==> src/rtl/hippo_decoder_DecoderPkg.sv <==
// Shared RV32I(+M) decoder definitions.
//   DecodedInstr : registered control bundle produced by the decode stage
//   ImmFmt       : immediate layouts (I, S, B, U, J, SHAMT)
//   gen_imm      : builds the 32-bit immediate for a given format
package hippo_decoder_DecoderPkg;

    localparam logic [6:0] OPC_LOAD      = 7'b0000011;
    localparam logic [6:0] OPC_MISC_MEM  = 7'b0001111;
    localparam logic [6:0] OPC_OP_IMM    = 7'b0010011;
    localparam logic [6:0] OPC_AUIPC     = 7'b0010111;
    localparam logic [6:0] OPC_STORE     = 7'b0100011;
    localparam logic [6:0] OPC_OP        = 7'b0110011;
    localparam logic [6:0] OPC_LUI       = 7'b0110111;
    localparam logic [6:0] OPC_BRANCH    = 7'b1100011;
    localparam logic [6:0] OPC_JALR      = 7'b1100111;
    localparam logic [6:0] OPC_JAL       = 7'b1101111;
    localparam logic [6:0] OPC_SYSTEM    = 7'b1110011;

    localparam logic [6:0] FUNCT7_MULDIV = 7'b0000001;

    typedef enum logic [1:0] {A_RS1, A_ZERO, A_IMM, A_PC} AluASel;
    typedef enum logic [1:0] {B_RS2, B_IMM_EXT, B_PC, B_SHAMT} AluBSel;
    typedef enum logic [2:0] {WB_ALU, WB_MUL, WB_LOAD, WB_PC_PLUS_4, WB_CSR} WbSel;
    typedef enum logic [2:0] {
        BL_BEQ  = 3'b000,
        BL_BNE  = 3'b001,
        BL_BLT  = 3'b100,
        BL_BGE  = 3'b101,
        BL_BLTU = 3'b110,
        BL_BGEU = 3'b111
    } BranchOp;
    typedef enum logic [1:0] {MUL_MUL, MUL_MULH, MUL_MULHSU, MUL_MULHU} MulOp;
    typedef enum logic [2:0] {IMM_I, IMM_S, IMM_B, IMM_U, IMM_J, IMM_SHAMT} ImmFmt;

    typedef struct packed {
        logic [31:0] pc;
        logic [4:0]  rd;
        logic [4:0]  rs1;
        logic [4:0]  rs2;
        logic [31:0] imm;
        AluASel      alu_a;
        AluBSel      alu_b;
        WbSel        wb_mux;
        BranchOp     branch_op;
        MulOp        mul_op;
        logic        is_branch;
        logic        is_jump;
        logic        is_load;
        logic        is_store;
        logic        is_csr;
        logic        illegal;
    } DecodedInstr;

    function automatic logic [31:0] gen_imm(logic [31:0] instr, ImmFmt fmt);
        logic [31:0] imm;
        case (fmt)
            IMM_I:     imm = {{20{instr[31]}}, instr[31:20]};
            IMM_S:     imm = {{20{instr[31]}}, instr[31:25], instr[11:7]};
            IMM_B:     imm = {{19{instr[31]}}, instr[31], instr[7], instr[30:25], instr[11:8], 1'b0};
            IMM_U:     imm = {instr[31:12], 12'b0};
            IMM_J:     imm = {{11{instr[31]}}, instr[31], instr[19:12], instr[20], instr[30:21], 1'b0};
            IMM_SHAMT: imm = {27'b0, instr[24:20]};
            default:   imm = '0;
        endcase
        return imm;
    endfunction

endpackage

==> src/rtl/hippo_instr_fifo.sv <==
// DEPTH-entry show-ahead FIFO of {pc, instr} pairs.
//   clk_i/rst_ni       clock, asynchronous active-low reset
//   flush_i            drops all entries on the edge (dominates push/pop)
//   push_i, push_*_i   write side; ignored while full
//   pop_i              advances the head; ignored while empty
//   head_*_o           current head entry (valid when !empty_o)
//   count_o, empty_o   occupancy
module hippo_instr_fifo #(
    parameter int DEPTH = 4
) (
    input  logic                       clk_i,
    input  logic                       rst_ni,
    input  logic                       flush_i,
    input  logic                       push_i,
    input  logic [31:0]                push_pc_i,
    input  logic [31:0]                push_instr_i,
    input  logic                       pop_i,
    output logic [31:0]                head_pc_o,
    output logic [31:0]                head_instr_o,
    output logic [$clog2(DEPTH+1)-1:0] count_o,
    output logic                       empty_o
);
    localparam int CW = $clog2(DEPTH + 1);
    localparam int PW = (DEPTH > 1) ? $clog2(DEPTH) : 1;

    logic [31:0]   pc_mem_q    [DEPTH];
    logic [31:0]   instr_mem_q [DEPTH];
    logic [PW-1:0] wr_ptr_q, wr_ptr_d;
    logic [PW-1:0] rd_ptr_q, rd_ptr_d;
    logic [CW-1:0] count_q, count_d;
    logic          full, do_push, do_pop;

    assign full     = (count_q == CW'(DEPTH));
    assign empty_o  = (count_q == '0);
    assign do_push  = push_i && !full;
    assign do_pop   = pop_i && !empty_o;
    assign count_o  = count_q;
    assign head_pc_o    = pc_mem_q[rd_ptr_q];
    assign head_instr_o = instr_mem_q[rd_ptr_q];

    // Wrap by comparison so DEPTH need not be a power of two.
    function automatic logic [PW-1:0] ptr_inc(logic [PW-1:0] p);
        return (p == PW'(DEPTH - 1)) ? '0 : p + PW'(1);
    endfunction

    always_comb begin
        wr_ptr_d = wr_ptr_q;
        rd_ptr_d = rd_ptr_q;
        count_d  = count_q;
        if (flush_i) begin
            wr_ptr_d = '0;
            rd_ptr_d = '0;
            count_d  = '0;
        end else begin
            if (do_push) wr_ptr_d = ptr_inc(wr_ptr_q);
            if (do_pop)  rd_ptr_d = ptr_inc(rd_ptr_q);
            if (do_push && !do_pop)      count_d = count_q + CW'(1);
            else if (!do_push && do_pop) count_d = count_q - CW'(1);
        end
    end

    always_ff @(posedge clk_i or negedge rst_ni) begin
        if (!rst_ni) begin
            wr_ptr_q <= '0;
            rd_ptr_q <= '0;
            count_q  <= '0;
        end else begin
            wr_ptr_q <= wr_ptr_d;
            rd_ptr_q <= rd_ptr_d;
            count_q  <= count_d;
        end
    end

    // Storage carries no reset; only the pointers and count define validity.
    always_ff @(posedge clk_i) begin
        if (do_push && !flush_i) begin
            pc_mem_q[wr_ptr_q]    <= push_pc_i;
            instr_mem_q[wr_ptr_q] <= push_instr_i;
        end
    end

endmodule

==> src/rtl/hippo_decode_queue.sv <==
// Buffered decode stage between fetch and execute.
//   clk, reset (async, active-low), flush (sync drop of all in-flight work)
//   in_valid/in_ready/in_instr/in_pc   fetch side; in_ready = FIFO not full
//   out_valid/out_ready/out_dec        execute side; out_dec is a registered DecodedInstr
// The FIFO head is decoded combinationally and captured into the output register
// whenever the output stage is empty or being consumed.
module hippo_decode_queue
    import hippo_decoder_DecoderPkg::*;
#(
    parameter int DEPTH = 4,
    parameter bit EN_M  = 1'b1
) (
    input  logic                            clk,
    input  logic                            reset,
    input  logic                            flush,
    input  logic                            in_valid,
    output logic                            in_ready,
    input  logic [31:0]                     in_instr,
    input  logic [31:0]                     in_pc,
    output logic                            out_valid,
    input  logic                            out_ready,
    output logic [$bits(DecodedInstr)-1:0]  out_dec
);
    localparam int CW = $clog2(DEPTH + 1);

    logic [CW-1:0] fifo_count;
    logic          fifo_empty, fifo_push, fifo_pop;
    logic [31:0]   head_pc, head_instr;
    logic          out_valid_q, out_valid_d;
    DecodedInstr   out_dec_q, out_dec_d;

    assign in_ready  = (fifo_count < CW'(DEPTH));
    assign fifo_push = in_valid && in_ready;
    assign fifo_pop  = !fifo_empty && (!out_valid_q || out_ready);
    assign out_valid = out_valid_q;
    assign out_dec   = out_dec_q;

    hippo_instr_fifo #(.DEPTH(DEPTH)) u_fifo (
        .clk_i        (clk),
        .rst_ni       (reset),
        .flush_i      (flush),
        .push_i       (fifo_push),
        .push_pc_i    (in_pc),
        .push_instr_i (in_instr),
        .pop_i        (fifo_pop),
        .head_pc_o    (head_pc),
        .head_instr_o (head_instr),
        .count_o      (fifo_count),
        .empty_o      (fifo_empty)
    );

    function automatic DecodedInstr decode(logic [31:0] instr, logic [31:0] pc);
        DecodedInstr d;
        logic [2:0]  f3;
        f3          = instr[14:12];
        d           = '0;
        d.pc        = pc;
        d.rd        = instr[11:7];
        d.rs1       = instr[19:15];
        d.rs2       = instr[24:20];
        d.alu_a     = A_RS1;
        d.alu_b     = B_RS2;
        d.wb_mux    = WB_ALU;
        d.branch_op = BL_BEQ;
        d.mul_op    = MUL_MUL;
        case (instr[6:0])
            OPC_OP: begin
                if (instr[31:25] == FUNCT7_MULDIV) begin
                    if (EN_M) begin
                        d.wb_mux = WB_MUL;
                        d.mul_op = MulOp'(f3[1:0]);
                    end else begin
                        d.illegal = 1'b1;
                    end
                end
            end
            OPC_OP_IMM: begin
                // SLLI/SRLI/SRAI take the 5-bit shamt instead of the I-immediate.
                if (f3 == 3'b001 || f3 == 3'b101) begin
                    d.alu_b = B_SHAMT;
                    d.imm   = gen_imm(instr, IMM_SHAMT);
                end else begin
                    d.alu_b = B_IMM_EXT;
                    d.imm   = gen_imm(instr, IMM_I);
                end
            end
            OPC_LUI: begin
                d.alu_a = A_ZERO;
                d.alu_b = B_IMM_EXT;
                d.imm   = gen_imm(instr, IMM_U);
            end
            OPC_AUIPC: begin
                d.alu_a = A_IMM;
                d.alu_b = B_PC;
                d.imm   = gen_imm(instr, IMM_U);
            end
            OPC_JAL: begin
                d.alu_a   = A_PC;
                d.alu_b   = B_IMM_EXT;
                d.imm     = gen_imm(instr, IMM_J);
                d.wb_mux  = WB_PC_PLUS_4;
                d.is_jump = 1'b1;
            end
            OPC_JALR: begin
                d.alu_b   = B_IMM_EXT;
                d.imm     = gen_imm(instr, IMM_I);
                d.wb_mux  = WB_PC_PLUS_4;
                d.is_jump = 1'b1;
            end
            OPC_BRANCH: begin
                d.imm       = gen_imm(instr, IMM_B);
                d.branch_op = BranchOp'(f3);
                d.is_branch = 1'b1;
                d.illegal   = (f3[2:1] == 2'b01);
            end
            OPC_LOAD: begin
                d.alu_b   = B_IMM_EXT;
                d.imm     = gen_imm(instr, IMM_I);
                d.wb_mux  = WB_LOAD;
                d.is_load = 1'b1;
            end
            OPC_STORE: begin
                d.alu_b    = B_IMM_EXT;
                d.imm      = gen_imm(instr, IMM_S);
                d.is_store = 1'b1;
            end
            OPC_SYSTEM: begin
                d.imm = gen_imm(instr, IMM_I);
                if (f3 != 3'b000) begin
                    d.wb_mux = WB_CSR;
                    d.is_csr = 1'b1;
                end
            end
            OPC_MISC_MEM: ;
            default: d.illegal = 1'b1;
        endcase
        // Compressed / non-32-bit encodings are not supported.
        if (instr[1:0] != 2'b11) d.illegal = 1'b1;
        return d;
    endfunction

    always_comb begin
        out_valid_d = out_valid_q;
        out_dec_d   = out_dec_q;
        if (flush) begin
            out_valid_d = 1'b0;
        end else if (fifo_pop) begin
            out_valid_d = 1'b1;
            out_dec_d   = decode(head_instr, head_pc);
        end else if (out_ready) begin
            // Bundle consumed with nothing behind it; out_dec keeps its last value.
            out_valid_d = 1'b0;
        end
    end

    always_ff @(posedge clk or negedge reset) begin
        if (!reset) begin
            out_valid_q <= 1'b0;
            out_dec_q   <= '0;
        end else begin
            out_valid_q <= out_valid_d;
            out_dec_q   <= out_dec_d;
        end
    end

endmodule

==> config.mk <==
export PLATFORM = sky130hd
export DESIGN_NAME = hippo_decode_queue
export DESIGN_NICKNAME = d
export VERILOG_FILES = /design/src/rtl/hippo_decoder_DecoderPkg.sv /design/src/rtl/hippo_instr_fifo.sv /design/src/rtl/hippo_decode_queue.sv
export SDC_FILE = /design/constraint.sdc
export NUM_CORES = 1
export LEC_CHECK = 0
export BUFFER_PORTS_ARGS = -buffer_cell sky130_fd_sc_hd__buf_2
export CORE_UTILIZATION = 35
export DETAILED_ROUTE_END_ITERATION = 10
export GPL_TIMING_DRIVEN = 0
export HOLD_SLACK_MARGIN = 0.05
export PLACE_DENSITY_LB_ADDON = 0.25
export SKIP_CTS_REPAIR_TIMING = 1
export SLEW_MARGIN = 10
export SYNTH_ARGS = -nofsm -noshare
export SYNTH_HDL_FRONTEND = slang
export SYNTH_SLANG_ARGS = --single-unit
==> constraint.sdc <==
create_clock -name clk -period 3.78 [get_ports clk]
set_input_delay 0.567 -clock clk [delete_from_list [all_inputs] [get_ports clk]]
set_output_delay 0.567 -clock clk [all_outputs]
set_load 0.005 [all_outputs]
---- After elaboration in Yosys (flattened, before gate mapping) ----
Memories as Yosys holds them, arrays and structs flattened. A register that Yosys moved wholly into a read port is not among the register bits.
Cells that the tools add are included.
cells by class
  add/sub/neg operators ................... 4
  magnitude comparators ................... 1
  eq/ne operators ......................... 19
  mux-type cells .......................... 33
  bitwise operators ....................... 1
  reductions and logical operators ........ 28
operators with widths
  kind                                                 number
  one-hot mux 32 bit (6 select lines)                  1
  2-to-1 mux 32 bit                                    1
  equality test 7 bit, second input constant           4
  equality test 7 x 6 -> 1 bit, second input constant  3
  2-to-1 mux 2 bit                                     9
  2-to-1 mux 3 bit                                     5
  equality test 7 x 5 -> 1 bit, second input constant  2
  2-to-1 mux 1 bit                                     13
  one-hot mux 2 bit (3 select lines)                   2
  one-hot mux 3 bit (4 select lines)                   1
  OR reduction 10 bit                                  1
  nonzero test 3 bit                                   3
  equality test 7 x 1 -> 1 bit, second input constant  1
  equality test 7 x 2 -> 1 bit, second input constant  1
  equality test 7 x 4 -> 1 bit, second input constant  1
  logical AND 1 bit                                    7
  logical NOT 1 bit                                    7
  equality test 3 bit, second input constant           2
  OR reduction 5 bit                                   1
  adder 2 x 1 -> 2 bit, second input constant          2
  equality test 2 bit, second input constant           2
  nonzero test 2 bit                                   2
  OR reduction 2 bit                                   2
  adder 3 x 1 -> 3 bit, second input constant          1
  other kinds (11)                                     12
word-level totals
  bits in registers ....................... 73
  memory bits (writable) .................. 256
  input bits .............................. 69
  output and inout bits ................... 99
  logic and storage cells ................. 107
  memories kept ........................... 2
memories
  name                words  width  rd ports  clocked after memory_dff  wr ports  RTL line                text
  u_fifo.instr_mem_q  4      32     1         0                         1         hippo_instr_fifo.sv:27  logic [31:0] instr_mem_q [DEPTH];
  u_fifo.pc_mem_q     4      32     1         1                         1         hippo_instr_fifo.sv:26  logic [31:0] pc_mem_q [DEPTH];

---- Longest topological paths before layout ----
  word-level depth ........................ 8
  gate-level depth with buffers ........... 8
  mapped depth without buffers ............ 8

---- Hierarchy ----
Synthesis repeated with hierarchy kept, for this count alone.
second synthesis, totals
  cells, all modules ...................... 855
  area, all modules ....................... 14041.0 um^2
modules (own cells, without submodules)
  module              times used  cells an instance  area each (um^2)  seq. area each (um^2)
  hippo_instr_fifo    1           396                9789.4            7862.5
  hippo_decode_queue  1           459                4251.6            2452.4

---- Worst setup path after synthesis ----
Ideal clock, no wire load.
  path type ............................... input port to flip-flop
  from .................................... input port flush
  to ...................................... memory u_fifo.instr_mem_q[0][0] (enable)
  library setup time ...................... 0.429 ns
  arrival ................................. 2.456 ns
  data required time ...................... 3.351 ns
  slack ................................... 0.895 ns
  stages on the path ...................... 3
  buffers on the path ..................... 1
  cell sequence ........................... clkbuf_1 nor2_1 and2_1
on the way
  cells in the longest elaborated chain, start to end .. 4
ends and longest elaborated chain
  element                                 RTL line                  text
  start, declared                         hippo_decode_queue.sv:15  input logic flush,
  logical NOT 1 bit                       hippo_instr_fifo.sv:76    if (do_push && !flush_i) begin
  logical AND 1 bit                       hippo_instr_fifo.sv:76
  2-to-1 mux 1 bit                        hippo_instr_fifo.sv:76
  2-to-1 mux 1 bit (implied by the code)  hippo_instr_fifo.sv:78    instr_mem_q[wr_ptr_q] <= push_instr_i;
  end, declared                           hippo_instr_fifo.sv:27
No other way between the ends.

---- Worst setup path in the final report ----
  from .................................... register u_fifo.rd_ptr_q[1]
  to ...................................... register out_dec_q, in the netlist out_dec[21]
on the way
  cells in the longest elaborated chain, start to end .. 4
  elaborated cells between the ends (all ways) .. 14
  those cells by class .................... 9 x eq/ne; 2 x mux; 2 x reduce/logical; 1 x memory
ends and longest elaborated chain
  element                                                                    RTL line                   text
  start, declared                                                            hippo_instr_fifo.sv:29     logic [PW-1:0] rd_ptr_q, rd_ptr_d;
  start signal, assigned                                                     hippo_instr_fifo.sv:69     rd_ptr_q <= rd_ptr_d;
  memory (4 x 32 bit) *                                                      -
  equality test 7 bit (tied with other cells)                                hippo_decode_queue.sv:66   case (instr[6:0])
  OR reduction 3 bit (no line) / OR reduction 2 bit (equally long branches)  -
  one-hot mux 32 bit (6 select lines) *                                      hippo_decode_queue.sv:66
  end signal, assigned                                                       hippo_decode_queue.sv:162  out_dec_q <= out_dec_d;
  end, declared                                                              hippo_decode_queue.sv:30   DecodedInstr out_dec_q, out_dec_d;
Every way passes the cells marked *; elsewhere a longest branch is shown, timed or not.
A chain may end at the register's enable or synchronous reset.

==> qor.yml <==
outcome:
  status: "completed"
floorplan:
  die_area_mm2: 0.0404
  fp-row-count: 72
  die_w_um: 201
  start_util_pct: 35.7
  io_pins: 168
  die_y_um: 201
  placeableCoreArea_mm2: 0.0388
run:
  cap_violations: 0
clocking:
  clk_latency_ns: 0.55
  clockBufferDepth: 3
  clkTransAtPathRegs_ns: 0.07
  clockRootBuffer: "clkbuf_16"
  cts_max_level: 2
  numCtsBuffers: 40
  cts_tree: "built"
  cts.sinks: 361
detailed_routing:
  routed_wl_mm: 34.2
  vias: 7960
  dr.pass1.iters: 4
  drc_errors: 0
  vias_per_cell: 4.95
  drtIter0Drc: 435
  ant_nets: 0
  wl_per_cell_um: 21.3
global_routing:
  grt_pass1_vias: 8358
  antenna_found_initial: 2
  grt_max_degree: 62
  track_usage_pct: 17.3
  grt_pass1_wl_mm: 52.4
  overflow: 0
synthesis:
  synthArstFlopShare_pct: 29.1
  synth_fp_nets: 919
  yosysUniqueCellTypes: 53
  synth-seq-area-share_pct: 74.5
  ys.warnings.count: 0
  synth.avg_cell_area_um2: 16.4
  synth_edf_count: 256
  ys_ff_latch: 361
  synthCells: 844
  ys.flop_type: "edfxtp_1"
  netlist_area_mm2: 0.0139
final_layout:
  fin_area_mm2: 0.0167
  diodes: 0
  syn_to_final_growth_pct: 20.7
  nNetsFinal: 1134
  instances_no_fill: 1609
  drive_above_1_share_pct: 28.9
sta:
  rsz0062_at_grt: "no"
  worst_slew_pin_slew_ns: 0.939
  fin_crit_sh_pct: 86.6
  whs_ns: 0.234
  period_needed_ns: 3.27
  max_freq_mhz: 305
  tns_ns: 0
  hold_violations: 0
  setup_viol: 0
  fin_ws_ns: 0.506
  slew_viol_final: 0
  skew_ns: 0.0244
  slew_headroom_pct: 37.2
critical_path:
  crit_type: "reg -> reg"
  critPathMaxFanout: 10
  r2r.worst_path.cells: 7
  cp_data_arrival_time_ns: 3.68
  critPathCaptureType: "register"
  crit_required_ns: 4.18
  worst_setup_path_start_kind: "register"
min_path:
  min_path_cells: 1
  worstHoldPathType: "in -> reg"
place:
  dpl.hpwl_mm: 22.6
  dpl_cell_area_mm2: 0.0155
  gp_congestion: 0.854
  io_buffers: 167
  place_inst: 1534
  pre_cts_slack_ns: 0.404
power_and_ir_drop:
  irDropWorstVdd_mv: 0.398
  p_per_area_mw_per_mm2: 718
  p_leak_nw: 6.51
synth_stat cells, drive strengths merged, types with 2 or more instances:
cell | count | area (µm²)
nand3 | 7 | 35.0
clkbuf | 29 | 109
nor4b | 2 | 17.5
a21o | 15 | 113
inv | 8 | 30.0
ha | 5 | 62.6
nor3 | 7 | 51.3
a21oi | 17 | 88.8
a22oi | 2 | 15.0
nand2 | 186 | 698
dfrtp | 105 | 2630
xnor2 | 3 | 26.3
or3 | 2 | 12.5
or2 | 3 | 18.8
a221oi | 6 | 52.6
nor2 | 40 | 158
a211oi | 2 | 20.0
buf | 12 | 70.1
mux4 | 63 | 1420
nand2b | 4 | 25.0
o21ai | 15 | 75.1
a31oi | 16 | 106
edfxtp | 256 | 7690
a22o | 9 | 78.8
nor2b | 4 | 25.0
and2 | 5 | 31.3
o41ai | 3 | 33.8
mux2i | 3 | 30.0
nand4 | 2 | 12.5
path summary, 6_finish.rpt:
check | slack, ns | endpoint | start
setup / recovery | 0.51 | out_dec[21]$_DFFE_PN0P_ | u_fifo.rd_ptr_q[1]$_DFFE_PN0P_
hold / removal | 0.23 | u_fifo.instr_mem_q[2][22]$_DFFE_PP_ | in_instr[22]
setup reg to reg | 0.51 | out_dec[21]$_DFFE_PN0P_ | u_fifo.rd_ptr_q[1]$_DFFE_PN0P_
hold reg to reg | 0.47 | out_dec[46]$_DFFE_PN0P_ | out_dec[46]$_DFFE_PN0P_
max in group asynchronous | 2.51 | out_dec[92]$_DFFE_PN0P_ | reset
min in group asynchronous | 0.56 | out_dec[45]$_DFFE_PN0P_ | reset
where the power goes:
part	internal (mW)	switching (mW)	leakage [nW]
Combinational	1.28	1.87	2.23
Clock	2.18	1.54	0.607
Sequential	4.84	0.300	3.67
registers in the layout, indices dropped and copies added, names as in the netlist:
name                cells
u_fifo.count_o          3
u_fifo.pc_mem_q       128
u_fifo.rd_ptr_q         2
u_fifo.instr_mem_q    128
u_fifo.wr_ptr_q         2
out_valid               1
out_dec                97
worst max-delay path: stages (launching register included):
cell	delay, ns
dfrtp_1	0.34
buf_2	0.30
buf_2	0.35
buf_1	0.61
clkbuf_1	0.66
mux4_2	0.46
a221oi_1	0.33
nor2_1	0.07
per-stage QoR:
stage / util, % / total power [mW]
after floorplan: - / 7.07
after global placement: 39.5 / 8.40
after detailed placement: 39.8 / 8.44
after CTS: 43.0 / 12.2
after global routing: 43.1 / 12.7
final: 43.1 / 12.0
per-layer routing:
layer	vias up	wire length, µm	track usage (%)
li1	3618	-	-
met4	4	671	4.61
met1	4051	15300	23.5
met2	236	16100	27.9
met5	-	22	0
met3	51	2160	4.11
cells by family (layout without fill, tap and decap cells):
kind of cell | Yosys count | count (layout) | share of synthesized area (%)
AO/OA/AOI/OAI | 90 | 90 | 4.52
XOR/XNOR | 3 | 3 | 0.190
AND/OR/NAND/NOR | 269 | 269 | 8.27
buffers and inverters | 49 | 296 | 1.51
flip-flops | 361 | 361 | 74.5
adder cells (fa/ha/maj) | 6 | 6 | 0.596
multiplexers | 66 | 66 | 10.5
layout make-up:
| type | count | area [µm²] |
|---|---|---|
| fill | 3542 | 22100 |
| sequential | 361 | 10300 |
| multi-input combinational | 434 | 3340 |
| clock buffer | 56 | 1100 |
| timing repair buffer | 173 | 967 |
| tap | 518 | 648 |
| buffer | 41 | 179 |
| clock inverter | 18 | 141 |
| inverter | 8 | 30.0 |
cell usage in the layout (no fill, tap or decap), drive strengths merged, types with 4 or more instances in the layout:
cell type    n
inv         10
nand3        7
mux4        63
clkbuf      85
a221oi       6
nor2b        4
a22o         9
and2         5
a21o        15
ha           5
nor3         7
clkinv      13
edfxtp     256
a31oi       16
nor2        40
o21ai       15
nand2b       4
a21oi       17
buf        184
dfrtp      105
nand2      186
Note: power is estimated with default switching activity, not from simulation.
